--- src/rtl/tdc_link_pkg.sv ---
// Shared definitions for the 32-slice TDC serial readout link.
package tdc_link_pkg;

  typedef enum logic [1:0] {
    IDLE,
    WAIT,
    SHIFT
  } state_e;

  localparam int TDC_SLICES = 32;

  // The transmitter updates sdi on the falling edge after ld, so the MSB is
  // stable for the first rising edge following the ld edge.
  localparam int DEFAULT_LD_LAT = 1;

endpackage

--- src/rtl/sipo_shreg.sv ---
// MSB-first serial-in shift register with a bit counter; done flags the LSB sample.
module sipo_shreg #(
  parameter int WIDTH = 32
) (
  input  logic             clk,
  input  logic             rst_n,
  input  logic             clear,
  input  logic             shift_en,
  input  logic             sdi,
  output logic [WIDTH-1:0] word,
  output logic             done
);

  localparam int CW = $clog2(WIDTH);

  // Only WIDTH-1 bits are stored; the final bit comes straight from sdi.
  logic [WIDTH-2:0] shreg;
  logic [CW-1:0]    bit_cnt;

  assign word = {shreg, sdi};
  assign done = shift_en && (bit_cnt == CW'(WIDTH - 1));

  // NOTE: the shift register is a plain register bank, not a RAM, so it can
  // take the reset; that keeps partial frames from leaking across a reset.
  always_ff @(posedge clk) begin
    if (!rst_n) begin
      shreg   <= '0;
      bit_cnt <= '0;
    end else if (clear) begin
      shreg   <= '0;
      bit_cnt <= '0;
    end else if (shift_en) begin
      // NOTE: non-blocking assignments so every register sees pre-edge values.
      shreg   <= word[WIDTH-2:0];
      bit_cnt <= done ? '0 : bit_cnt + CW'(1);
    end
  end

endmodule

--- src/rtl/shiftin32_rx.sv ---
// Serial-to-parallel receiver for the TDC readout link: frame FSM,
// valid/ack output handshake, sticky link-error flags and frame counter.
module shiftin32_rx
  import tdc_link_pkg::*;
#(
  parameter int WIDTH  = TDC_SLICES,
  parameter int LD_LAT = DEFAULT_LD_LAT,
  parameter int CNT_W  = 16
) (
  input  logic             clk,
  input  logic             rst_n,
  input  logic             ld,
  input  logic             sdi,
  input  logic             clr,
  output logic [WIDTH-1:0] data_out,
  output logic             data_valid,
  input  logic             data_ack,
  output logic             overrun,
  output logic             frame_err,
  output logic [CNT_W-1:0] frame_cnt
);

  localparam logic [2:0] LAT_INIT    = 3'(LD_LAT - 1);
  localparam state_e     START_STATE = (LD_LAT == 1) ? SHIFT : WAIT;

  state_e           state, state_d;
  logic [2:0]       lat_cnt, lat_d;
  logic             err_evt;
  logic             sr_clear;
  logic             sr_done;
  logic [WIDTH-1:0] sr_word;
  logic             accept;

  // Any ld that is not the frame's own LSB edge restarts the shifter.
  assign sr_clear = ld && !sr_done;
  assign accept   = sr_done && (!data_valid || data_ack);

  sipo_shreg #(.WIDTH(WIDTH)) u_shreg (
    .clk      (clk),
    .rst_n    (rst_n),
    .clear    (sr_clear),
    .shift_en (state == SHIFT),
    .sdi      (sdi),
    .word     (sr_word),
    .done     (sr_done)
  );

  always_comb begin
    // NOTE: defaults first so no path through the case leaves a latch.
    state_d = state;
    lat_d   = lat_cnt;
    err_evt = 1'b0;
    case (state)
      IDLE: begin
        if (ld) begin
          state_d = START_STATE;
          lat_d   = LAT_INIT;
        end
      end
      WAIT: begin
        if (ld) begin
          err_evt = 1'b1;
          state_d = START_STATE;
          lat_d   = LAT_INIT;
        end else begin
          lat_d = lat_cnt - 3'd1;
          if (lat_cnt == 3'd1) state_d = SHIFT;
        end
      end
      SHIFT: begin
        if (ld) begin
          // ld on the LSB edge chains the next frame without an error.
          err_evt = !sr_done;
          state_d = START_STATE;
          lat_d   = LAT_INIT;
        end else if (sr_done) begin
          state_d = IDLE;
        end
      end
      default: state_d = IDLE;
    endcase
  end

  always_ff @(posedge clk) begin
    if (!rst_n) begin
      state   <= IDLE;
      lat_cnt <= '0;
    end else begin
      state   <= state_d;
      lat_cnt <= lat_d;
    end
  end

  always_ff @(posedge clk) begin
    if (!rst_n) begin
      data_out   <= '0;
      data_valid <= 1'b0;
      overrun    <= 1'b0;
      frame_err  <= 1'b0;
      frame_cnt  <= '0;
    end else begin
      if (accept) begin
        data_out   <= sr_word;
        data_valid <= 1'b1;
      end else if (data_ack) begin
        data_valid <= 1'b0;
      end

      // Error events take precedence over a simultaneous clr.
      if (sr_done && !accept) overrun <= 1'b1;
      else if (clr)           overrun <= 1'b0;

      if (err_evt)  frame_err <= 1'b1;
      else if (clr) frame_err <= 1'b0;

      if (sr_done) frame_cnt <= frame_cnt + CNT_W'(1);
    end
  end

endmodule

--- config.mk ---
export PLATFORM = sky130hd
export DESIGN_NAME = shiftin32_rx
export DESIGN_NICKNAME = d
export VERILOG_FILES = /design/src/rtl/tdc_link_pkg.sv /design/src/rtl/sipo_shreg.sv /design/src/rtl/shiftin32_rx.sv
export SDC_FILE = /design/constraint.sdc
export NUM_CORES = 1
export LEC_CHECK = 0
export BUFFER_PORTS_ARGS = -buffer_cell sky130_fd_sc_hd__buf_4
export CAP_MARGIN = 30
export CORE_MARGIN = 4
export CORE_UTILIZATION = 50
export DETAILED_ROUTE_END_ITERATION = 7
export MAX_ROUTING_LAYER = met4
export PLACE_DENSITY_LB_ADDON = 0.25
export SLEW_MARGIN = 20
export SYNTH_ARGS = -nofsm -noshare
export SYNTH_HDL_FRONTEND = slang
export SYNTH_SLANG_ARGS = --single-unit
--- constraint.sdc ---
create_clock -name clk -period 2.46 [get_ports clk]
set_clock_uncertainty 0.2 [all_clocks]
set_input_delay 0 -clock clk [delete_from_list [all_inputs] [get_ports clk]]
set_output_delay 0 -clock clk [all_outputs]
set_load 0.1 [all_outputs]
# After elaboration in Yosys (flattened, before gate mapping)
# Cells that the tools add are included.
# totals
output_inout_bits	51
wordCells	56
in_bits	6
regBits	92
# classes
n_bitwise	1
n_eq_ne	8
add_sub_neg	3
n_reduce_logical	17
muxes	18
# op_table
op	count
adder 16 x 1 -> 16 bit (second input constant)	1
2-to-1 mux 2 bit	5
nonzero test 2 bit	4
2-to-1 mux 1 bit	7
2-to-1 mux 3 bit	2
!= test 3 bit (second input constant)	2
case mux 2 bit (3 select lines)	1
case mux 3 bit (2 select lines)	1
adder 5 x 1 -> 5 bit (second input constant)	1
== test 5 bit (second input constant)	1
2-to-1 mux 5 bit	1
logical AND 1 bit	4
OR reduction 2 bit	2
== test 3 x 1 -> 1 bit (second input constant)	1
zero test 1 bit	3
AND reduction 3 bit	1
subtractor 3 x 1 -> 3 bit (second input constant)	1
== test 2 x 1 -> 1 bit (second input constant)	1
== test 2 bit (second input constant)	1
zero test 2 bit	1
!= test 2 x 1 -> 1 bit (second input constant)	1
!= test 2 bit (second input constant)	1
case mux 1 bit (2 select lines)	1
AND reduction 2 bit	1
other kinds (2)	2

# Depth between registers and ports, before layout
# Gate-level depths: netlist (run 1).
# logic_depth
word_depth	6
depth_mapped	9
ltp_nobuf	7

# Modules after synthesis
# Synthesis (run 1) repeated with hierarchy kept, for this count alone.
# unflattened
hier_cells	366
area_unflattened_um2	3397.0
# modules_own_cells
mod	cells_per_inst	seq_area_each_um2	area_per_inst_um2	n_inst
shiftin32_rx	239	1041.0	1985.7	1
sipo_shreg	127	720.7	1411.4	1

# Worst setup path after synthesis (run 1)
# OpenSTA, ideal clock, no wires.
# synth_timing
path_kind	register to register
startpoint	reg frame_cnt[0]
endpoint	reg frame_cnt[8]
required_time_ns	2.145
n_path_buf	0
setup_time_ns	0.115
stages_incl_launch_ff	6
arrival_ns	2.037
slack_ns	0.108
synth_period_minus_slack_ns	2.352
cell_sequence	dfxtp_1 > ha_1 > and4_1 > nand3_1 > xnor2_1 > and2_1
# synth_between
elab_chain_len	1
# synth_lines
item	line_no	text
start, declared	shiftin32_rx.sv:20	output logic [CNT_W-1:0] frame_cnt
start signal, assigned	shiftin32_rx.sv:116	if (sr_done) frame_cnt <= frame_cnt + CNT_W'(1);
adder 16 x 1 -> 16 bit	shiftin32_rx.sv:116	
# Every way passes these cells.
# A chain may end at the register's enable or synchronous reset.

# Final worst setup path (run 1)
# layout_timing
startpoint	reg u_shreg.bit_cnt[0]
endpoint	reg frame_err
# layout_between
elab_chain_len	6
elab_cells_between_ends	7
cone_classes	eq/ne (1); mux (3); reduce/logical (3)
# layout_lines
item	line_no	text
start, declared	sipo_shreg.sv:18	logic [CW-1:0] bit_cnt;
start signal, assigned	sipo_shreg.sv:35	bit_cnt <= done ? '0 : bit_cnt + CW'(1);
== test 5 bit (*)	sipo_shreg.sv:21	assign done = shift_en && (bit_cnt == CW'(WIDTH - 1));
logical AND 1 bit (*)	sipo_shreg.sv:21	
zero test 1 bit (*)	shiftin32_rx.sv:73	err_evt = !sr_done;
2-to-1 mux 1 bit (*)	shiftin32_rx.sv:71	if (ld) begin
case mux 1 bit (2 select lines) (*)	shiftin32_rx.sv:53	case (state)
2-to-1 mux 1 bit / nonzero test 2 bit (equally long branches)	--	
end signal, assigned	shiftin32_rx.sv:99	frame_err <= 1'b0;
end signal, assigned	shiftin32_rx.sv:113	if (err_evt) frame_err <= 1'b1;
end signal, assigned	shiftin32_rx.sv:114	else if (clr) frame_err <= 1'b0;
end, declared	shiftin32_rx.sv:19	output logic frame_err,
# Mark *: on every way between the ends. The rest lies on a longest branch, timed or not.

==> impl_metrics.toml, run 1 <==
[critical_path]
rr_endpoint = "frame_err"
crit_required_ns = 2.50
r2r_start = "u_shreg.bit_cnt[0]"
critPathLaunchType = "flop"
worstPathArrival_ns = 2.36
r2r.worst_path.cells = 7
r2r_slack_ns = 0.14
path_class = "reg -> reg"
critPathCaptureType = "flop"
crit_fanout = 7
crit_path_start = "u_shreg.bit_cnt[0]"

[clock_tree]
postCtsSetupRepairBufs = 0
h-tree-depth = 3
numCtsBuffers = 9
clkSlewWorstSetupHoldPaths_ns = 0.08
clk_latency_ns = 0.35
hold_buffers = 7
cts_sinks = 88
tritoncts = "done"
cts_resized = 0
clockBufferDepth = 2
cts_root_buffer = "clkbuf_8"

[routing]
drc_errors = 0
ant_nets = 0
finalWirelength_mm = 6.61
vias = 2589
drtPass1Iterations = 4
vias_per_cell = 5.09
wire_per_inst_um = 13.0
drt_iter0_drc = 112

[synth]
synth_cells = 365
synth-adder-area-share_pct = 1.09
syn_nets = 374
yosysUniqueCellTypes = 34
synth_top_family_by_area = "simple AND/OR/NAND/NOR gates"
synthXorXnorAreaFrac_pct = 2.55
yosys.area_share.simple_pct = 21.6
ys_seq_area_share_pct = 51.4
syn_area_um2 = 3430
syn_area_per_cell_um2 = 9.39
synth_seq_cells = 88
synth-compound-area-share_pct = 9.31
ys_warn_count = 0
synthMuxAreaShare_pct = 10.8

[layout]
fin_nets = 436
drive_gt1_share_pct = 19.7
n_antenna_cell = 0
final_util_pct = 64.5
layout_common_cells = "dfxtp_1 (87), nand2_1 (81), buf_4 (64)"
final_common_cell = "dfxtp_1"
area_growth_pct = 22.2

[grt]
grt_pass1_wl_mm = 11.7
grt_max_degree = 59
grt_pass1_vias = 2561
grt_remaining_overflow = 0
antenna_found_initial = 0
track_usage_pct = 17.5

[sta]
hold_viol = 0
rsz0062_at_grt = "no"
fin_ws_ns = 0.144
tns_ns = 0
min_period_over_period_pct = 94.1
worst_pin_slew_ns = 0.462
slew_headroom_pct = 69.2
post-route-min-period_ns = 2.32
slew_violations = 0
finalSetupViolCount = 0
whs_ns = 0.255
clock.fmax_ghz = 0.432

[floorplanning]
start_util_pct = 52.8
ioPinCount = 57
die_h_um = 90.8
core-area_um2 = 6490
die_area_um2 = 8250
rows = 29
die_w_um = 90.8

[hold_path]
hold_end = "data_out[25]"
min_from = "data_out[25]"
hold_depth = 2
hold_path.class = "reg -> reg"

[placed_design]
port_buffers = 56
hpwl_mm = 4.42
preCtsSetupSlack_ns = 0.323
gp_congestion = 0.844

[outcome]
outcome = "completed"

[power]
power_density_nw_per_um2 = 615
leakage_nw = 1.70
power_mw = 2.58
vdd_drop_max_uv = 381

[flow_run]
cap_viol_max_count = 0
[cells in the mapped netlist, drive strengths merged]
cell type | n | area, um^2
o21ai | 2 | 10.0
a21boi | 35 | 263
and3 | 3 | 18.8
nand2 | 81 | 304
xnor2 | 7 | 61.3
clkbuf | 6 | 22.5
and4 | 3 | 26.3
and2 | 12 | 76.3
nor4 | 2 | 33.8
dfxtp | 88 | 1760
nor2 | 36 | 135
and2b | 1 | 7.51
o21a | 1 | 7.51
inv | 2 | 7.51
nor3 | 3 | 15.0
a21oi | 2 | 10.0
nand2b | 6 | 37.5
ha | 3 | 37.5
nand4 | 4 | 25.0
mux2i | 37 | 370
buf | 14 | 80.1
o211ai | 1 | 7.51
o31ai | 1 | 7.51
nor2b | 5 | 31.3
a22oi | 1 | 7.51
nand3 | 4 | 25.0
or3 | 1 | 6.26
xor2 | 3 | 26.3
o22ai | 1 | 6.26
[power by group]
| group | total (mW) | internal (mW) | switching, mW |
|---|---|---|---|
| Combinational | 0.0996 | 0.0458 | 0.0538 |
| Sequential | 1.43 | 1.43 | 0.00385 |
| Clock | 1.05 | 0.553 | 0.493 |
| Total | 2.58 | 2.02 | 0.551 |
[metrics by stage]
| step | instances | area (um^2) |
|---|---|---|
| 2_1_floorplan | 365 | 3430 |
| 3_3_place_gp | 486 | 3900 |
| 3_5_place_dp | 486 | 3900 |
| 4_1_cts | 509 | 4190 |
| 5_1_grt | 509 | 4190 |
| 6_report | 509 | 4190 |
[worst max-delay path by stage]
stage                    end
4_1_cts            frame_err
5_1_grt            frame_err
6_report           frame_err
2_1_floorplan   frame_cnt[8]
3_3_place_gp   frame_cnt[15]
3_5_place_dp   frame_cnt[13]
[cells by family (layout without fill, tap and decap cells)]
| kind of cell | after synthesis | after routing |
|---|---|---|
| multiplexers | 37 | 37 |
| AND/OR/NAND/NOR | 161 | 161 |
| AO/OA/AOI/OAI | 44 | 44 |
| XOR/XNOR | 10 | 10 |
| adder cells (fa/ha/maj) | 3 | 3 |
| buffers and inverters | 22 | 89 |
| flip-flops | 88 | 88 |
[layer usage]
metal  vias to the layer above  track usage [%]  routed length, um
met3                        14             3.17                239
li1                       1328                -                  -
met1                      1195             21.1               3180
met2                        52             28.3               3040
met4                         0             8.67                154
met5                         -                -                  0
[critical path: stages, from the launching register on]
cell and delay (ns):
dfxtp_1 0.37, ha_1 0.18, and3_1 0.17, ha_1 0.28, and2b_1 0.25, a21oi_1 0.16
nor2b_1 0.06, dlygate4sd3_1 0.54
[flip-flops by register name (all words and copies together) (netlist names)]
signal           cells
data_out            32
u_shreg.shreg       31
frame_cnt           16
u_shreg.bit_cnt      5
data_valid           1
frame_err            1
overrun              1
state                1
[layout make-up]
| cell class | instances | area (um^2) |
|---|---|---|
| Fill cell | 563 | 2300 |
| Sequential cell | 88 | 1760 |
| Multi-Input combinational cell | 255 | 1560 |
| Timing Repair Buffer | 71 | 551 |
| Clock buffer | 12 | 165 |
| Tap cell | 77 | 96.3 |
| Clock inverter | 4 | 51.3 |
| Inverter | 2 | 7.51 |
No activity file was read; power rests on OpenSTA's default activity.
==> inputs of run 2 (changes only) <==
--- a/config.mk
+++ b/config.mk
@@ -8,7 +8,7 @@
 export BUFFER_PORTS_ARGS = -buffer_cell sky130_fd_sc_hd__buf_4
 export CAP_MARGIN = 30
 export CORE_MARGIN = 4
-export CORE_UTILIZATION = 50
+export CORE_UTILIZATION = 55
 export DETAILED_ROUTE_END_ITERATION = 7
 export MAX_ROUTING_LAYER = met4
 export PLACE_DENSITY_LB_ADDON = 0.25
==> impl_metrics.toml, run 2 (synthesis gave the netlist of run 1 again) <==
[outcome]
outcome = "completed"

[clock_tree]
tritoncts = "done"
cts_resized = 0
clkSlewWorstSetupHoldPaths_ns = 0.08
clk_latency_ns = 0.34
postCtsSetupRepairBufs = 0
numCtsBuffers = 9
cts_root_buffer = "clkbuf_8"
h-tree-depth = 3
cts_sinks = 88
clockBufferDepth = 2
hold_buffers = 6

[power]
power_density_nw_per_um2 = 583
vdd_drop_max_uv = 448
leakage_nw = 1.67

[critical_path]
crit_fanout = 7
crit_path_start = "u_shreg.bit_cnt[0]"
critical_path.slowest_cell = "dlygate4sd3_1"
crit_required_ns = 2.49
rr_endpoint = "state[1]"
critPathLaunchType = "flop"
cp_common_cell = "ha_1"
path_class = "reg -> reg"
r2r_start = "u_shreg.bit_cnt[0]"
r2r_slack_ns = 0.19
r2r.worst_path.cells = 6
timing.critical_path.to = "state[1]"
critPathCaptureType = "flop"
path_cells = "ha_1 -> and3_1 -> ha_1 -> and2b_1 -> o21a_1 -> dlygate4sd3_1"
max_stage_delay_ns = 0.54
worstPathArrival_ns = 2.29

[sta]
finalSetupViolCount = 0
post-route-min-period_ns = 2.27
tns_ns = 0
min_period_over_period_pct = 92.1
slew_headroom_pct = 66.8
hold_viol = 0
clock.fmax_ghz = 0.441
worst_pin_slew_ns = 0.498
rsz0062_at_grt = "no"
slew_violations = 0

[layout]
fin_nets = 433
layout_common_cells = "dfxtp_1 (87), nand2_1 (81), buf_4 (61)"
area_growth_pct = 20.5
largest_register = "data_out"
largest_reg_flops = 32
regArea_um2 = 1760
fillers = 493
multi_input_area_um2 = 1560
final_common_cell = "dfxtp_1"
fin_area_um2 = 4130
drive_gt1_share_pct = 18.7
n_antenna_cell = 0
largestRegisters = "data_out: 32 flops, u_shreg.shreg: 31 flops, frame_cnt: 16 flops"

[grt]
grt_remaining_overflow = 0
grt_pass1_wl_mm = 11.3
grt_pass1_vias = 2557
track_usage_pct = 19.2
grt_max_degree = 59
antenna_found_initial = 0

[floorplanning]
rows = 28
die_w_um = 87.0
die_h_um = 87.0
die_area_um2 = 7560
start_util_pct = 57.2
core-area_um2 = 5990
ioPinCount = 57

[routing]
drt_iter0_drc = 142
ant_nets = 0
drc_errors = 0
vias = 2576
finalWirelength_mm = 6.53
drtPass1Iterations = 4
wire_per_inst_um = 13.0
vias_per_cell = 5.12

[placed_design]
gp_congestion = 0.793
port_buffers = 56
place_area_um2 = 3900
hpwl_mm = 4.35

[flow_run]
cap_viol_max_count = 0

[hold_path]
hold_path.class = "reg -> reg"
[run 2: stage by stage]
| stage | total power, mW | instances | hold WS [ns] | util, % | setup WS, ns |
|---|---|---|---|---|---|
| finish | 2.41 | 503 | 0.255 | 69.0 | 0.194 |
| global route | 2.50 | 503 | 0.276 | 69.0 | 0.0954 |
| CTS | 2.43 | 503 | 0.258 | 69.0 | 0.199 |
| detailed placement | 1.56 | 482 | 0.0487 | 65.1 | 0.290 |
| global placement | 1.55 | 482 | 0.0430 | 65.1 | 0.415 |
| floorplan | 1.53 | 365 | -0.0762 | - | 0.108 |
[run 2: per-layer routing]
| layer | share of wire (%) | vias to the layer above | global-route usage (%) |
|---|---|---|---|
| met1 | 45 | 1206 | 21.8 |
| met2 | 49 | 46 | 32.4 |
| li1 | - | 1320 | - |
| met4 | 0.96 | 0 | 6.52 |
| met3 | 4.6 | 4 | 5.20 |
| met5 | 0 | - | - |
[run 2: cell type report]
class                           count  area share, %
Timing Repair Buffer               68           13.0
Clock inverter                      2          0.333
Inverter                            2          0.182
Clock buffer                       13           3.85
Tap cell                           75           2.27
Sequential cell                    88           42.7
Multi-Input combinational cell    255           37.7
[run 2: worst max-delay path: cells and delay by family (launching register included)]
| kind | cells | cell delay [ns] |
|---|---|---|
| and+or+nand+nor | 2 | 0.42 |
| buffers and inverters | 1 | 0.54 |
| AOI/OAI and AO/OA | 1 | 0.18 |
| DFF | 1 | 0.37 |
| adders and majority gates | 2 | 0.44 |
[run 2: how the worst min path moves through the flow]
stage / startpoint / end / slack, ns / depth (start not counted)
6_report: data_out[7] / data_out[7] / 0.25 / 2
5_1_grt: data_out[27] / data_out[27] / 0.28 / 2
4_1_cts: data_out[27] / data_out[27] / 0.26 / 2
3_5_place_dp: ld / state[1] / 0.05 / 2
3_3_place_gp: ld / state[1] / 0.04 / 2
2_1_floorplan: ld / state[1] / -0.08 / 1
[run 2: power by group]
part / internal (mW) / total [mW] / switching [mW] / leakage [nW]
Clock: 0.420 / 0.881 / 0.461 / 0.0899
Sequential: 1.43 / 1.43 / 0.00334 / 0.709
Combinational: 0.0449 / 0.0993 / 0.0544 / 0.874
Total: 1.89 / 2.41 / 0.518 / 1.67
==> inputs of run 3 (changes only) <==
--- a/config.mk
+++ b/config.mk
@@ -8,8 +8,9 @@
 export BUFFER_PORTS_ARGS = -buffer_cell sky130_fd_sc_hd__buf_4
 export CAP_MARGIN = 30
 export CORE_MARGIN = 4
-export CORE_UTILIZATION = 55
+export CORE_UTILIZATION = 59
 export DETAILED_ROUTE_END_ITERATION = 7
+export GPL_TIMING_DRIVEN = 0
 export MAX_ROUTING_LAYER = met4
 export PLACE_DENSITY_LB_ADDON = 0.25
 export SLEW_MARGIN = 20
==> constraint.sdc (replaced) <==
create_clock -name clk -period 2.7 [get_ports clk]
set_clock_uncertainty 0.2 [all_clocks]
set_input_delay 0 -clock clk [delete_from_list [all_inputs] [get_ports clk]]
set_output_delay 0 -clock clk [all_outputs]
set_load 0.1 [all_outputs]
==> impl_metrics.toml, run 3 (synthesis gave the netlist of run 1 again) <==
[floorplanning]
core-area_um2 = 5570
rows = 27
die_area_um2 = 7090
die_w_um = 84.2
ioPinCount = 57
die_h_um = 84.2
start_util_pct = 61.5

[layout]
drive_gt1_share_pct = 20.1
area_growth_pct = 22.3
fin_area_um2 = 4190
layout_common_cells = "dfxtp_1 (88), nand2_1 (81), buf_4 (60)"
largest_register = "data_out"
largest_reg_flops = 32
n_antenna_cell = 0
fin_nets = 447
largestRegisters = "data_out: 32 flops, u_shreg.shreg: 31 flops, frame_cnt: 16 flops"
final_common_cell = "dfxtp_1"

[power]
vdd_drop_max_uv = 385
power_mw = 2.30
leakage_nw = 1.72
power_density_nw_per_um2 = 548

[clock_tree]
clockBufferDepth = 2
cts_root_buffer = "clkbuf_8"
cts_resized = 0
tritoncts = "done"
cts_sinks = 88
clk_latency_ns = 0.34
h-tree-depth = 3
numCtsBuffers = 9
postCtsSetupRepairBufs = 0
clkSlewWorstSetupHoldPaths_ns = 0.09

[sta]
finalSetupViolCount = 0
worst_pin_slew_ns = 0.511
clock.fmax_ghz = 0.410
slew_headroom_pct = 66.0
tns_ns = 0
min_period_over_period_pct = 90.4
rsz0062_at_grt = "no"
post-route-min-period_ns = 2.44
hold_viol = 0
slew_violations = 0

[critical_path]
max_stage_delay_ns = 0.57
cp_common_cell = "nand2_1"
r2r_start = "u_shreg.bit_cnt[0]"
path_buf_inv = 1
critPathLaunchType = "flop"
critical_path.slowest_cell = "dlygate4sd3_1"
r2r.worst_path.cells = 8
crit_fanout = 9
cpLargestDelayFamily = "simple AND/OR/NAND/NOR gates"
path_cells = "ha_1 -> and3_1 -> ha_1 -> nand2_1 -> nand2_1 -> nand2_1 -> nor2_1 -> dlygate4sd3_1"
r2r_slack_ns = 0.26
rr_endpoint = "u_shreg.shreg[0]"
critPathCaptureType = "flop"
worstPathArrival_ns = 2.48
crit_required_ns = 2.74
path_class = "reg -> reg"
crit_path_start = "u_shreg.bit_cnt[0]"

[flow_run]
cap_viol_max_count = 0

[placed_design]
port_buffers = 56
gp_congestion = 0.811
place_area_um2 = 3940
hpwl_mm = 4.80

[routing]
vias = 2643
drt_iter0_drc = 105
wire_per_inst_um = 13.5
vias_per_cell = 5.13
drc_errors = 0
finalWirelength_mm = 6.94
drtPass1Iterations = 4
ant_nets = 0

[hold_path]
min_from = "ld"
hold_end = "state[1]"
hold_path.class = "in -> reg"
hold_depth = 3

[grt]
antenna_found_initial = 0
grt_pass1_wl_mm = 12.0
grt_max_degree = 15
grt_remaining_overflow = 0
track_usage_pct = 21.1
grt_pass1_vias = 2671

[outcome]
outcome = "completed"
## run 3: final cells by class
class	count	area (um^2)
fill	420	1380
clock inverter	5	53.8
buffer	20	103
tap	72	90.1
timing repair buffer	62	480
clock buffer	11	141
inverter	2	7.51
multi-input combinational	255	1560
sequential	88	1760
## run 3: worst max-delay path by stage
stage / slack, ns / depth (start not counted) / endpoint
CTS: 0.27 / 8 / u_shreg.shreg[0]
detailed placement: 0.56 / 7 / frame_cnt[14]
global placement: 0.55 / 8 / u_shreg.shreg[27]
finish: 0.26 / 8 / u_shreg.shreg[0]
global route: 0.07 / 8 / u_shreg.shreg[0]
floorplan: 0.35 / 5 / frame_cnt[8]
## run 3: worst reg2reg max path, cell delays in order (launching register included)
cell	delay, ns
dfxtp_1	0.34
ha_1	0.21
and3_1	0.18
ha_1	0.25
nand2_1	0.19
nand2_1	0.07
nand2_1	0.24
nor2_1	0.09
dlygate4sd3_1	0.57
## run 3: stage by stage
| stage | cells | setup slack [ns] | utilization (%) | hold slack (ns) |
|---|---|---|---|---|
| 3_3_place_gp | 493 | 0.553 | 70.7 | 0.0375 |
| 2_1_floorplan | 365 | 0.348 | - | -0.0762 |
| 4_1_cts | 515 | 0.274 | 75.2 | 0.239 |
| 6_report | 515 | 0.260 | 75.2 | 0.253 |
| 5_1_grt | 515 | 0.0655 | 75.2 | 0.257 |
| 3_5_place_dp | 493 | 0.558 | 70.7 | 0.0435 |
## run 3: power breakdown
group / internal [mW] / switching, mW
clock: 0.452 / 0.448
sequential: 1.30 / 0.00247
combinational: 0.0421 / 0.0533
total: 1.79 / 0.504
## run 3: per-layer routing
layer  track usage, %  vias to the layer above  share of wire, %
li1                 -                     1348                 -
met1             25.7                     1233                46
met2             34.0                       51                49
met3             3.93                       11               4.1
met4             9.50                        0               1.5
met5                -                        -                 0
## run 3: repair_timing
action,CTS,global route
hold buffers,6,0
hold endpoints to repair,15,0
setup endpoints to repair,0,0
